### src/rtl/bsg_alu_pkg.sv
// Shared types for the bsg_alu family: the ALU opcode encoding and the checker FSM states.
package bsg_alu_pkg;

    typedef enum logic [1:0] {
        eAdd = 2'b00,
        eSub = 2'b01,
        eAnd = 2'b10,
        eOr  = 2'b11
    } bsg_alu_op_e;

    typedef enum logic {
        eRun  = 1'b0,
        eDone = 1'b1
    } bsg_alu_checker_state_e;

endpackage

### src/rtl/bsg_alu_golden.sv
// Combinational reference ALU: result modulo 2^width_p plus signed overflow for add/sub.
module bsg_alu_golden
    import bsg_alu_pkg::*;
#(
    parameter int width_p = 4
) (
    input  bsg_alu_op_e        control_i,
    input  logic [width_p-1:0] a_i,
    input  logic [width_p-1:0] b_i,
    output logic [width_p-1:0] exp_o,
    output logic               exp_ov_o
);

    localparam int msb_lp = width_p - 1;

    // NOTE: every output gets a default first so no path through the case can infer a latch.
    always_comb begin
        exp_o    = '0;
        exp_ov_o = 1'b0;
        unique case (control_i)
            eAdd: begin
                exp_o    = a_i + b_i;
                exp_ov_o = (a_i[msb_lp] == b_i[msb_lp]) && (exp_o[msb_lp] != a_i[msb_lp]);
            end
            eSub: begin
                exp_o    = a_i - b_i;
                exp_ov_o = (a_i[msb_lp] != b_i[msb_lp]) && (exp_o[msb_lp] != a_i[msb_lp]);
            end
            eAnd: exp_o = a_i & b_i;
            eOr:  exp_o = a_i | b_i;
        endcase
    end

endmodule

### config.mk
export PLATFORM = sky130hd
export DESIGN_NAME = bsg_alu_golden
export DESIGN_NICKNAME = d
export VERILOG_FILES = /design/src/rtl/bsg_alu_pkg.sv /design/src/rtl/bsg_alu_golden.sv
export SDC_FILE = /design/constraint.sdc
export NUM_CORES = 1
export LEC_CHECK = 0
export ABC_CLOCK_PERIOD_IN_PS = 4300
export BUFFER_PORTS_ARGS = -buffer_cell sky130_fd_sc_hd__buf_2
export CAP_MARGIN = 20
export CORE_UTILIZATION = 25
export DETAILED_ROUTE_END_ITERATION = 8
export GPL_ROUTABILITY_DRIVEN = 0
export MAX_ROUTING_LAYER = met4
export PLACE_DENSITY = 0.56
export SLEW_MARGIN = 0
export SYNTH_ARGS = -nofsm -noshare
export SYNTH_HDL_FRONTEND = slang
export SYNTH_SLANG_ARGS = --single-unit
### constraint.sdc
create_clock -name vclk -period 4.3
set_clock_uncertainty 0.05 [all_clocks]
set_input_delay 0.86 -clock vclk [all_inputs]
set_output_delay 0.86 -clock vclk [all_outputs]
set_load 0.05 [all_outputs]
==> results of run 1 <==
[critical path, delay by kind of cell]
kind,cells,cell delay (ns)
adders and majority gates,2,0.55
buffers and inverters,4,0.50
and+or+nand+nor,1,0.14
AOI/OAI and AO/OA,3,0.39
[where the power goes]
group / switching, mW / internal (mW)
Sequential: 0 / 0
Clock: 0 / 0
Combinational: 0.0520 / 0.0264
[layout make-up]
cell class	instances	area, um^2	area share (%)
Inverter	12	45.0	7.86
Timing Repair Buffer	15	75.1	13.1
Tap cell	25	31.3	5.46
Multi-Input combinational cell	53	422	73.6
[kinds of logic (layout without fill, tap and decap cells)]
logic type,after synthesis,count (layout)
AO/OA/AOI/OAI,20,20
AND/OR/NAND/NOR,17,17
buffers and inverters,16,27
adder cells (fa/ha/maj),13,13
multiplexers,2,2
XOR/XNOR,1,1
[final timing paths]
check	from	endpoint	depth (start not counted)	slack (ns)
worst max-delay path	a_i[0]	exp_o[2]	10	0.95
worst min-delay path	a_i[3]	exp_ov_o	4	2.19
[synthesized netlist by cell type, drive strengths merged]
master	number	area, um^2
nor2	5	18.8
a211o	1	8.76
xnor2	1	8.76
mux2	1	11.3
o221ai	1	8.76
nand2	4	15.0
a21oi	8	43.8
clkbuf	1	3.75
nor3	2	10.0
ha	11	138
mux2i	1	10.0
buf	3	21.3
nand3	1	5.00
a21o	1	7.51
or4	1	7.51
o211ai	1	7.51
a211oi	2	15.0
o21bai	1	7.51
inv	12	45.0
nor2b	2	12.5
o32ai	2	17.5
nand2b	1	6.26
o21ai	3	15.0
nand3b	1	7.51
fa	2	40.0
[through the flow]
step / power [mW] / cells
final: 0.0784 / 105
after global routing: 0.0867 / 105
after CTS: 0.0788 / 105
after detailed placement: 0.0786 / 105
after global placement: 0.0773 / 105
after floorplan: 0.0613 / 69
[cells in the final DEF (no fill, tap or decap), types with 2 or more instances in the layout]
cell type,netlist,routed
nor2_1,5,5
ha_1,11,11
fa_1,2,2
o21ai_0,3,3
nand2_1,4,4
nor3_1,2,2
a211oi_1,2,2
inv_1,12,12
buf_2,2,15
a21oi_1,7,7
o32ai_1,2,2
nor2b_1,2,2
[metal layers]
layer | vias up | GRT usage (%) | part of all wire (%)
li1 | 261 | - | -
met1 | 202 | 12.7 | 54
met2 | 9 | 15.3 | 42
met3 | 0 | 0 | 3.0
met4 | 0 | 0 | 0
met5 | - | - | 0
==> results.cfg, run 1 <==
[global_routing]
grt_pass1_wl_mm = 1.43
grt_overflow = 0
grt_start_max_net_pins = 19
grt_usage_pct = 9.03
antenna_found_initial = 0
grt_pass1_vias = 343

[timing]
worstMarginPinSlew_ns = 0.283
fin_crit_ns = 3.35
clock.fmax_ghz = 0.298
setup_viol = 0
timing.hold.ws_ns = 2.19
final.setup.tns_ns = 0
hold_violations = 0
finalCritPeriodShare_pct = 78.0
rsz0062_at_grt = false
setup_ws_ns = 0.946
drv_slew = 0
slew_headroom_pct = 81.2

[worst_setup_path]
arrival_ns = 2.44
endpoint_kind = output pin
critical_path_class = input pin to output pin
crit_chain = buf_2 -> inv_1 -> ha_1 -> inv_1 -> fa_1 -> nor2b_1 -> o221ai_1 -> o21ai_0 -> a21oi_1 -> buf_2
cp-start-kind = input pin
cp_slowest_stage_delay_ns = 0.37
cp_slowest_cell = fa_1
crit_required_ns = 3.39
cp_max_fo = 2

[pwr]
p_leak_nw = 0.296
peakVddDrop_mv = 0.0552
power_density_mw_per_mm2 = 137

[clocking]
ctsHoldBuffers = 0
cts_setup_buffers = 0
cts_resized = 0

[finish]
stdcell_area_um2 = 573
finish.net_count = 105
utilization_pct = 32.1
fillCellCount = 190
area_growth_syn_to_layout_pct = 16.5
drive_gt1_share_pct = 21.3
n_sequential_cell = 0
diodes = 0
clock_buffers = 0
seqCellArea_um2 = 0

[floorplan]
start_util_pct = 27.6
die-area_mm2 = 0.00215
die_y_um = 46.4
core_area_mm2 = 0.00178
die_x_um = 46.4
io_pins = 15
core.rowCount = 15

[logic_synthesis]
synthCells = 69
synth_area_um2 = 492
synth_compound_area_share_pct = 26.7
synth-simple-area-share_pct = 16.8
synthDistinctLibCells = 27
yosysSeqAreaShare_pct = 0
synth_mux_area_share_pct = 4.33
syn_avg_cell_area_um2 = 7.13
synth_top_family_by_area = adder cells
synth_fa_ha_area_share_pct = 36.1
syn_nets = 92
synth-xor-area-share_pct = 1.78
yosys_warnings = 0

[route]
vias_per_cell = 4.50
wl_um = 962
drt_iter0_drc = 7
num_vias = 472
drc = 0
wire_per_inst_um = 9.16
drtAntennaViolNets = 0
dr.pass1.iters = 4

[placement]
hpwl_um = 790
post_dp_cell_area_um2 = 573
place_ws_ns = 0.961
portBuffers = 15

[job]
max-cap-violations = 0

[outcome]
status = complete, no violations

[worst_hold_path]
worstHoldPathType = input pin to output pin
Note: power is estimated with default switching activity, not from simulation.
==> run 2, diff against run 1 <==
--- a/config.mk
+++ b/config.mk
@@ -5,14 +5,14 @@
 export SDC_FILE = /design/constraint.sdc
 export NUM_CORES = 1
 export LEC_CHECK = 0
-export ABC_CLOCK_PERIOD_IN_PS = 4300
+export ABC_CLOCK_PERIOD_IN_PS = 2700
 export BUFFER_PORTS_ARGS = -buffer_cell sky130_fd_sc_hd__buf_2
 export CAP_MARGIN = 20
 export CORE_UTILIZATION = 25
 export DETAILED_ROUTE_END_ITERATION = 8
 export GPL_ROUTABILITY_DRIVEN = 0
 export MAX_ROUTING_LAYER = met4
-export PLACE_DENSITY = 0.56
+export PLACE_DENSITY = 0.57
 export SLEW_MARGIN = 0
 export SYNTH_ARGS = -nofsm -noshare
 export SYNTH_HDL_FRONTEND = slang
==> constraint.sdc (replaced) <==
create_clock -name vclk -period 2.7
set_clock_uncertainty 0.05 [all_clocks]
set_input_delay 0.54 -clock vclk [all_inputs]
set_output_delay 0.54 -clock vclk [all_outputs]
set_load 0.05 [all_outputs]
==> results.cfg, run 2 (same netlist as run 1, synthesis figures left out) <==
[placement]
post_dp_cell_area_um2 = 621
hpwl_um = 796
place_ws_ns = -0.0227
portBuffers = 15

[worst_setup_path]
endpoint_kind = output pin
critical_path_class = input pin to output pin
cp-start-kind = input pin
cp_slowest_stage_delay_ns = 0.31
crit_chain = buf_2 -> inv_1 -> ha_1 -> a21o_1 -> a211o_1 -> a21oi_2 -> o32ai_2 -> buf_4
cp_max_fo = 4
cp_slowest_cell = a211o_1
arrival_ns = 2.01
crit_required_ns = 2.11

[finish]
finish.net_count = 106
final_common_cell = buf_2
drive_gt1_share_pct = 33.3
clock_buffers = 0
seqCellArea_um2 = 0
n_sequential_cell = 0
stdcell_area_um2 = 638
diodes = 0
fillCellCount = 197
area_growth_syn_to_layout_pct = 29.8
final_cell_mix = 13 x buf_2, 10 x inv_1, 9 x ha_1

[timing]
slew_headroom_pct = 80.7
drv_slew = 0
rsz0062_at_grt = false
clock.fmax_ghz = 0.384
hold_violations = 0
fin_crit_ns = 2.60
finalCritPeriodShare_pct = 96.4
setup_ws_ns = 0.0984
worstMarginPinSlew_ns = 0.290
setup_viol = 0

[floorplan]
start_util_pct = 27.6
die_y_um = 46.4
core_area_mm2 = 0.00178
die-area_mm2 = 0.00215
io_pins = 15
die_x_um = 46.4
core.rowCount = 15

[route]
drt_iter0_drc = 8
vias_per_cell = 4.56
num_vias = 483
drtAntennaViolNets = 0
wire_per_inst_um = 8.95
wl_um = 949
drc = 0
dr.pass1.iters = 6

[pwr]
comb_power_share_pct = 100.0
peakVddDrop_mv = 0.0900
seqPwrFrac_pct = 0
power_switching_mw = 0.0896
power_density_mw_per_mm2 = 224
p_sw_share_pct = 62.8
clock_power_share_pct = 0
p_leak_nw = 0.306
intPower_mw = 0.0530

[global_routing]
grt_pass1_wl_mm = 1.50
grt_start_max_net_pins = 19
grt_usage_pct = 9.37
antenna_found_initial = 0
grt_pass1_vias = 353
grt_overflow = 0

[worst_hold_path]
worstHoldPathType = input pin to output pin
holdPathStages = 3

[clocking]
cts_setup_buffers = 0
ctsHoldBuffers = 0

[job]
max-cap-violations = 0

[outcome]
status = complete, no violations
-- run 2: final timing paths --
check | startpoint | to
setup / recovery | b_i[1] | exp_o[3]
hold / removal | control_i[1] | exp_o[1]
-- run 2: through the flow --
step | setup TNS, ns | utilization (%) | hold slack [ns] | instances | power, mW
floorplan | -0.00211 | - | 1.39 | 69 | 0.108
global placement | -0.00233 | 34.8 | 1.56 | 106 | 0.136
detailed placement | -0.0227 | 34.8 | 1.56 | 106 | 0.137
CTS | 0 | 34.9 | 1.56 | 106 | 0.139
global route | 0 | 35.8 | 1.61 | 106 | 0.157
finish | 0 | 35.8 | 1.56 | 106 | 0.143
-- run 2: metal layers --
metal / vias to the layer above / track usage, % / part of all wire (%)
met2: 11 / 13.9 / 43
li1: 258 / - / -
met4: 0 / 0 / 0
met1: 214 / 14.8 / 54
met3: 0 / 0 / 3.1
met5: - / - / 0
-- run 2: power by group through the flow --
| stage | combinational, mW | clock [mW] | sequential (mW) |
|---|---|---|---|
| after floorplan | 0.108 | 0 | 0 |
| after global placement | 0.136 | 0 | 0 |
| final | 0.143 | 0 | 0 |
| after detailed placement | 0.137 | 0 | 0 |
| after global routing | 0.157 | 0 | 0 |
| after CTS | 0.139 | 0 | 0 |
-- run 2: layout make-up --
class / instances / area (um^2) / share of cell area [%]
Multi-Input combinational cell: 53 / 458 / 71.8
Timing Repair Buffer: 16 / 91.3 / 14.3
Inverter: 12 / 57.6 / 9.02
Tap cell: 25 / 31.3 / 4.90
-- run 2: timing repair --
action | CTS | global route
endpoints found under the hold margin | 0 | 0
gates cloned | 0 | 0
pin swaps | 0 | 1
resized for setup | 1 | 7
endpoints found under the setup margin | 1 | 2
-- run 2: critical path: cells and delay by family --
family                   cells  cell delay, ns
buffers and inverters        3            0.46
adder cells (fa/ha/maj)      1            0.28
AO/OA/AOI/OAI                4            0.74
==> run 3, diff against run 2 <==
--- a/config.mk
+++ b/config.mk
@@ -5,14 +5,14 @@
 export SDC_FILE = /design/constraint.sdc
 export NUM_CORES = 1
 export LEC_CHECK = 0
-export ABC_CLOCK_PERIOD_IN_PS = 2700
+export ABC_CLOCK_PERIOD_IN_PS = 3350
 export BUFFER_PORTS_ARGS = -buffer_cell sky130_fd_sc_hd__buf_2
 export CAP_MARGIN = 20
 export CORE_UTILIZATION = 25
 export DETAILED_ROUTE_END_ITERATION = 8
 export GPL_ROUTABILITY_DRIVEN = 0
 export MAX_ROUTING_LAYER = met4
-export PLACE_DENSITY = 0.57
+export PLACE_DENSITY = 0.56
 export SLEW_MARGIN = 0
 export SYNTH_ARGS = -nofsm -noshare
 export SYNTH_HDL_FRONTEND = slang
==> constraint.sdc (replaced) <==
create_clock -name vclk -period 3.35
set_clock_uncertainty 0.05 [all_clocks]
set_input_delay 0.67 -clock vclk [all_inputs]
set_output_delay 0.67 -clock vclk [all_outputs]
set_load 0.05 [all_outputs]
==> results.cfg, run 3 (same netlist as run 1, synthesis figures left out) <==
[outcome]
status = complete, no violations

[finish]
fillCellCount = 209
utilization_pct = 32.6
drive_gt1_share_pct = 22.5
n_sequential_cell = 0
multi_input_area_um2 = 429
diodes = 0
final_cell_mix = 15 x buf_2, 12 x inv_1, 11 x ha_1
clock_buffers = 0
area_growth_syn_to_layout_pct = 18.1
seqCellArea_um2 = 0
finish.net_count = 105
final_common_cell = buf_2

[floorplan]
core_area_mm2 = 0.00178
io_pins = 15
die_x_um = 46.4
start_util_pct = 27.6
core.rowCount = 15
die_y_um = 46.4
die-area_mm2 = 0.00215

[timing]
final.setup.tns_ns = 0
worstMarginPinSlew_ns = 0.286
slew_headroom_pct = 81.0
hold_violations = 0
setup_ws_ns = 0.398
clock.fmax_ghz = 0.339
drv_slew = 0
setup_viol = 0
fin_crit_ns = 2.95
rsz0062_at_grt = false
finalCritPeriodShare_pct = 88.1

[pwr]
p_leak_nw = 0.298
comb_power_share_pct = 100.0
peakVddDrop_mv = 0.0775
intPower_mw = 0.0350
power_switching_mw = 0.0669
seqPwrFrac_pct = 0
p_sw_share_pct = 65.7
clock_power_share_pct = 0
power_density_mw_per_mm2 = 175

[worst_setup_path]
cp-start-kind = input pin
arrival_ns = 2.23
cp_max_fo = 2
crit_required_ns = 2.63
critical_path_class = input pin to output pin
endpoint_kind = output pin

[route]
drc = 0
drtAntennaViolNets = 0
num_vias = 467
wire_per_inst_um = 8.51
dr.pass1.iters = 2
drt_iter0_drc = 1
wl_um = 894
vias_per_cell = 4.45

[placement]
hpwl_um = 748
portBuffers = 15
place_ws_ns = 0.392

[clocking]
cts_setup_buffers = 0
cts_resized = 0
ctsHoldBuffers = 0

[worst_hold_path]
holdPathStages = 4
worstHoldPathType = input pin to output pin

[global_routing]
grt_usage_pct = 9.70
grt_start_max_net_pins = 19
grt_pass1_vias = 366
grt_overflow = 0
grt_pass1_wl_mm = 1.58
antenna_found_initial = 0

[job]
max-cap-violations = 0
[run 3: routing by layer]
| layer | share of wire (%) | GRT usage, % |
|---|---|---|
| met1 | 54 | 15.5 |
| met2 | 44 | 14.2 |
| met3 | 2.0 | 0 |
| met4 | 0 | 0 |
| met5 | 0 | - |
[run 3: path summary, 6_finish.rpt]
kind,startpoint,to,slack (ns)
setup / recovery,a_i[0],exp_o[2],0.40
hold / removal,a_i[3],exp_ov_o,1.81
[run 3: through the flow]
| step | area [um^2] | cells | hold WS, ns | power, mW |
|---|---|---|---|---|
| 3_3_place_gp | 581 | 105 | 1.80 | 0.101 |
| 3_5_place_dp | 581 | 105 | 1.81 | 0.103 |
| 2_1_floorplan | 499 | 69 | 1.70 | 0.0806 |
| 5_1_grt | 581 | 105 | 1.84 | 0.113 |
| 4_1_cts | 581 | 105 | 1.81 | 0.103 |
| 6_report | 581 | 105 | 1.81 | 0.102 |
[run 3: final cells by class]
| class | instances | area share [%] |
|---|---|---|
| well taps | 25 | 5.39 |
| multi-input cells | 53 | 73.9 |
| repair buffers | 15 | 12.9 |
| inverters | 12 | 7.76 |
[run 3: power by group through the flow]
stage               Combinational (mW)  Sequential [mW]  Clock, mW
floorplan                       0.0806                0          0
global placement                 0.101                0          0
detailed placement               0.103                0          0
CTS                              0.103                0          0
global route                     0.113                0          0
finish                           0.102                0          0
[run 3: worst max-delay path: stages]
cell and delay (ns):
buf_2 0.10, inv_1 0.07, ha_1 0.18, inv_1 0.06, fa_1 0.37, nor2b_1 0.14
o221ai_1 0.15, o21ai_0 0.10, a21oi_1 0.11, buf_2 0.27
